File: config.mk
export PLATFORM = sky130hd
export DESIGN_NAME = branch_tag_ctrl
export DESIGN_NICKNAME = d
export VERILOG_FILES = /design/src/rtl/branch_tag_ctrl.sv
export SDC_FILE = /design/constraint.sdc
export NUM_CORES = 1
export LEC_CHECK = 0
export BUFFER_PORTS_ARGS = -buffer_cell sky130_fd_sc_hd__buf_2
export CAP_MARGIN = 0
export CELL_PAD_IN_SITES_DETAIL_PLACEMENT = 1
export CELL_PAD_IN_SITES_GLOBAL_PLACEMENT = 1
export CORE_UTILIZATION = 39
export DETAILED_ROUTE_END_ITERATION = 7
export PLACE_DENSITY = 0.8
export SYNTH_ARGS = -nofsm -noshare
export SYNTH_HDL_FRONTEND = slang
export SYNTH_SLANG_ARGS = --single-unit
File: constraint.sdc
create_clock -name i_clk -period 3.5 [get_ports i_clk]
set_input_delay 0.175 -clock i_clk [delete_from_list [all_inputs] [get_ports i_clk]]
set_output_delay 0.175 -clock i_clk [all_outputs]
set_load 0.02 [all_outputs]
File: src/rtl/branch_tag_ctrl.sv
// branch_tag_ctrl: circular branch-tag allocator with free-oldest, range kill and sticky error flag.
module branch_tag_ctrl #(
    parameter  int WIDTH_BRM = 4,
    localparam int N         = 2 ** WIDTH_BRM
) (
    input  logic                 i_clk,
    input  logic                 i_rst_n,
    input  logic                 i_alloc,
    input  logic                 i_free,
    input  logic [N-1:0]         i_brkill,
    output logic                 o_ready,
    output logic                 o_ack,
    output logic [WIDTH_BRM-1:0] o_alloc_tag,
    output logic [WIDTH_BRM-1:0] o_brmask,
    output logic [N-1:0]         o_live,
    output logic [WIDTH_BRM-1:0] o_count,
    output logic                 o_err
);
    localparam logic [WIDTH_BRM-1:0] C_MAX = WIDTH_BRM'(N - 1);

    logic [WIDTH_BRM-1:0] r_tail, r_head, r_count;
    logic [N-1:0]         r_live;
    logic                 r_err;

    logic                 w_kill, w_kill_bad, w_kill_ok, w_free_ok, w_err_n;
    logic [WIDTH_BRM-1:0] w_kill_tail, w_tail_n, w_head_n, w_count_n;
    logic [WIDTH_BRM:0]   w_kill_pop, w_cnt_up, w_cnt_dn;
    logic [N-1:0]         w_live_n;

    assign w_kill      = |i_brkill;
    assign w_kill_bad  = (&i_brkill) | (i_free & i_brkill[r_head]);
    assign w_kill_ok   = w_kill & ~w_kill_bad;
    assign w_free_ok   = i_free & (r_count != '0);

    assign o_ready     = (r_count != C_MAX);
    assign o_ack       = i_alloc & o_ready & ~w_kill;
    assign o_alloc_tag = r_tail + WIDTH_BRM'(1);
    assign o_brmask    = r_tail;
    assign o_live      = r_live;
    assign o_count     = r_count;
    assign o_err       = r_err;

    // New tail is the tag just below the killed run; scanning downward leaves the lowest match.
    always_comb begin
        w_kill_tail = '0;
        w_kill_pop  = '0;
        for (int i = N - 1; i >= 0; i--) begin
            w_kill_pop = w_kill_pop + {{WIDTH_BRM{1'b0}}, i_brkill[i]};
            if (!i_brkill[i] && i_brkill[(i + 1) % N])
                w_kill_tail = WIDTH_BRM'(i);
        end
    end

    assign w_tail_n  = w_kill_ok ? w_kill_tail : (o_ack ? o_alloc_tag : r_tail);
    assign w_head_n  = w_free_ok ? r_head + WIDTH_BRM'(1) : r_head;
    assign w_cnt_up  = {1'b0, r_count} + {{WIDTH_BRM{1'b0}}, o_ack};
    assign w_cnt_dn  = (w_kill_ok ? w_kill_pop : '0) + {{WIDTH_BRM{1'b0}}, w_free_ok};
    assign w_count_n = (w_cnt_dn > w_cnt_up) ? '0 : WIDTH_BRM'(w_cnt_up - w_cnt_dn);
    assign w_err_n   = r_err | (i_free & (r_count == '0)) | (w_kill & w_kill_bad);

    always_comb begin
        w_live_n = r_live;
        if (w_kill_ok)
            w_live_n = w_live_n & ~i_brkill;
        if (o_ack)
            w_live_n[o_alloc_tag] = 1'b1;
        if (w_free_ok)
            w_live_n[r_head] = 1'b0;
    end

    always_ff @(posedge i_clk or negedge i_rst_n) begin
        if (!i_rst_n) begin
            r_tail  <= '0;
            r_head  <= WIDTH_BRM'(1);
            r_count <= '0;
            r_live  <= '0;
            r_err   <= 1'b0;
        end else begin
            r_tail  <= w_tail_n;
            r_head  <= w_head_n;
            r_count <= w_count_n;
            r_live  <= w_live_n;
            r_err   <= w_err_n;
        end
    end
endmodule

==> results.json <==
{
  "status": "complete, but fails checks",
  "violations": "setup timing",
  "final_nets": 450,
  "min_path_cells": 3,
  "drtIter0Drc": 193,
  "h-tree-depth": 2,
  "r2r_end": "o_count[3]$_DFF_PN0_",
  "num_io_pins": 51,
  "wl_per_cell_um": 19.4,
  "worstReg2RegStart": "r_head[3]$_DFFE_PN0P_",
  "timing.hold.ws_ns": 0.202,
  "hold_violations": 0,
  "p_sw_mw": 1.52,
  "multi_input_area_sq_um": 1890,
  "vias_per_cell": 5.61,
  "fmax_mhz": 226,
  "seqCellArea_sq_um": 727,
  "drive_gt1_share_pct": 32.4,
  "path_cells": "buf_4 -> inv_2 -> fa_1 -> fa_1 -> fa_1 -> fa_1 -> inv_1 -> ha_2 -> inv_2 -> fa_1 -> nor2b_2 -> ha_4 -> nor3b_2 -> o21ai_1 -> a21boi_2 -> ha_1 -> and4_1 -> a22oi_2 -> nor2_1",
  "ys.flop_type": "dfrtp_1",
  "cp.arrival_ns": 4.58,
  "slew_violations": 0,
  "crit_fanout": 4,
  "synth-seq-cells": 29,
  "cts_buffers": 5,
  "min_from": "i_free",
  "clock_path_buffers": 2,
  "power_frac_comb_pct": 73.4,
  "cts_tree": "done",
  "grt_setup_unrepaired": "yes",
  "design.core.area_sq_um": 6830,
  "skew_ns": 0.0109,
  "synth-edff-count": 0,
  "syn_area_sq_um": 2770,
  "drc": 0,
  "grt_pass1_wl_mm": 15.3,
  "crit_path_top_delay_cell": "fa_1",
  "area_delta_synth_final_pct": 30.0,
  "portBuffers": 50,
  "tns_ns": -3.53,
  "max-cap-violations": 0,
  "grt_overflow": 0,
  "stdcell_count": 488,
  "period_needed_ns": 4.42,
  "final_util_pct": 52.8,
  "clk_latency_ns": 0.29,
  "path_clk_slew_ns": 0.06,
  "dr.pass1.iters": 4,
  "syn_nets": 365,
  "synthArstFlopShare_pct": 100,
  "avgSynthCellArea_sq_um": 9.07,
  "synth_cell_types": 51,
  "grt_max_degree": 30,
  "clock_sinks": 29,
  "tightest_slew_ns": 0.745,
  "powerDensity_nw_per_um2": 936,
  "pwr-share-clk_pct": 11.0,
  "dp.cells": 475,
  "hp-class": "input pin to flop",
  "rrSetupSlack_ns": 0.02,
  "sw_frac_of_total_pct": 45.2,
  "intPower_mw": 1.85,
  "grt_util_all_layers_pct": 27.0,
  "finalSetupViolCount": 4,
  "die_y_um": 86.3,
  "ant_nets": 0,
  "antenna_cells": 0,
  "cp-start-kind": "input pin",
  "power_mw": 3.38,
  "sequentialPowerShare_pct": 15.6,
  "start_util_pct": 40.6,
  "nFillCells": 837,
  "routed_wirelength_mm": 9.49,
  "die_area_sq_um": 7450,
  "grt_pass1_vias": 2992,
  "die_w_um": 86.3,
  "yosys_warnings": 0,
  "ys_seq_area_share_pct": 26.2,
  "whs_endpoint": "o_err$_DFF_PN0_",
  "leakagePower_nw": 1.77,
  "antenna_found_initial": 0,
  "path_class": "input pin to flop",
  "syn_inst": 306,
  "end_kind": "flop",
  "slew_headroom_pct": 50.2,
  "finalWeightedCongestion": 0.885,
  "ir_drop_v": 0.00106,
  "vias": 2740,
  "critPathMostFrequentCell": "fa_1",
  "finalCritPeriodShare_pct": 126,
  "cpPeakStageDelay_ns": 0.56,
  "layout_setup_ws_ns": -0.916,
  "placementRows": 30,
  "r2r.worst_path.cells": 15,
  "cts.root.buffer_cell": "clkbuf_8",
  "cp.required_ns": 3.66,
  "hpwl_mm": 7.39
}
[state kept, by name (all words and copies together), names as in the netlist]
register,flops
o_brmask,4
o_count,4
o_err,1
o_live,16
r_head,4
[through the flow]
step / area (sq um) / setup slack (ns)
floorplan: 2840 / -0.892
global placement: 3370 / -1.14
detailed placement: 3370 / -1.30
CTS: 3540 / -0.905
global route: 3610 / -1.11
finish: 3610 / -0.916
[synthesized netlist by cell type (2+ instances only)]
master     count  area (sq um)
a211oi_1       3          22.5
a21o_1        11          82.6
a21oi_1       18          90.1
a221oi_1       6          52.6
a22oi_1        4          30.0
a31oi_1       15          93.8
and2_1         5          31.3
and3_1         3          18.8
and4_1         2          17.5
buf_2          4          20.0
buf_6          3          33.8
clkbuf_1       7          26.3
dfrtp_1       28           701
fa_1          11           220
ha_1          28           350
inv_1         35           131
mux2i_1        6          60.1
mux4_2         2          45.0
nand2_1       17          63.8
nand2b_1       3          18.8
nand3_1        6          30.0
nand3b_1       2          15.0
nand4_1        7          43.8
nor2_1        11          41.3
nor2b_1       10          62.6
nor3_1         3          15.0
nor3b_1        4          30.0
nor4_1         4          25.0
o2111ai_1      2          17.5
o21a_1         3          22.5
o21ai_0       10          50.1
xnor2_1       11          96.3
xor2_1         4          35.0
[kinds of logic (layout without fill, tap and decap cells)]
kind of cell | count (synthesis) | after routing | synth area share [%]
multiplexers | 9 | 9 | 4.19
adder cells (fa/ha/maj) | 39 | 39 | 20.6
buffers and inverters | 50 | 136 | 7.76
AO/OA/AOI/OAI | 81 | 81 | 19.4
flip-flops | 29 | 29 | 26.2
AND/OR/NAND/NOR | 83 | 83 | 17.1
XOR/XNOR | 15 | 15 | 4.74
[worst max-delay path: cells and delay by family]
family	cells	cell delay, ns
buffers and inverters	4	0.27
AND/OR/NAND/NOR	4	0.65
adder cells (fa/ha/maj)	8	3.03
AO/OA/AOI/OAI	3	0.45
[layout by cell type (no fill, tap or decap), drive strengths merged, types with 12 or more instances in the layout]
cell type / count
inv: 36
buf: 91
ha: 28
a31oi: 15
a21oi: 18
nand2: 18
dfrtp: 28
nor2: 12
[layout make-up]
class	instances	area share [%]
tap	96	3.33
clock buffer	7	2.39
sequential	29	20.2
clock inverter	1	0.833
inverter	36	3.96
timing repair buffer	92	16.9
multi-input combinational	227	52.4
[power by group through the flow]
stage,registers (mW),logic (mW),clock network (mW)
floorplan,0.527,1.51,0
global placement,0.521,2.13,0
detailed placement,0.528,2.25,0
CTS,0.522,2.36,0.372
global route,0.539,2.74,0.390
finish,0.526,2.48,0.371
[metal layers]
| layer | wire [um] | track usage [%] | part of all wire, % | up-vias |
|---|---|---|---|---|
| met3 | 508 | 4.57 | 5.4 | 16 |
| met2 | 4870 | 47.7 | 51 | 104 |
| li1 | - | - | - | 1257 |
| met5 | 0 | 0 | 0 | - |
| met4 | 207 | 9.09 | 2.2 | 0 |
| met1 | 3910 | 33.2 | 41 | 1363 |
[worst max-delay path by stage]
stage,startpoint,endpoint,slack (ns),cells past startpoint
2_1_floorplan,i_brkill[5],o_count[1]$_DFF_PN0_,-0.89,20
3_3_place_gp,i_brkill[11],o_count[1]$_DFF_PN0_,-1.14,20
3_5_place_dp,i_brkill[0],o_count[3]$_DFF_PN0_,-1.30,19
4_1_cts,i_brkill[11],o_count[3]$_DFF_PN0_,-0.90,20
5_1_grt,i_brkill[5],o_count[3]$_DFF_PN0_,-1.11,19
6_report,i_brkill[0],o_count[3]$_DFF_PN0_,-0.92,19
[timing repair]
item | CTS | global route
pin swaps | 2 | 19
hold buffers | 1 | 0
endpoints found under the hold margin | 28 | 0
resized for setup | 9 | 13
endpoints found under the setup margin | 4 | 4
setup buffers | 2 | 2
No activity file was read; power rests on OpenSTA's default activity.
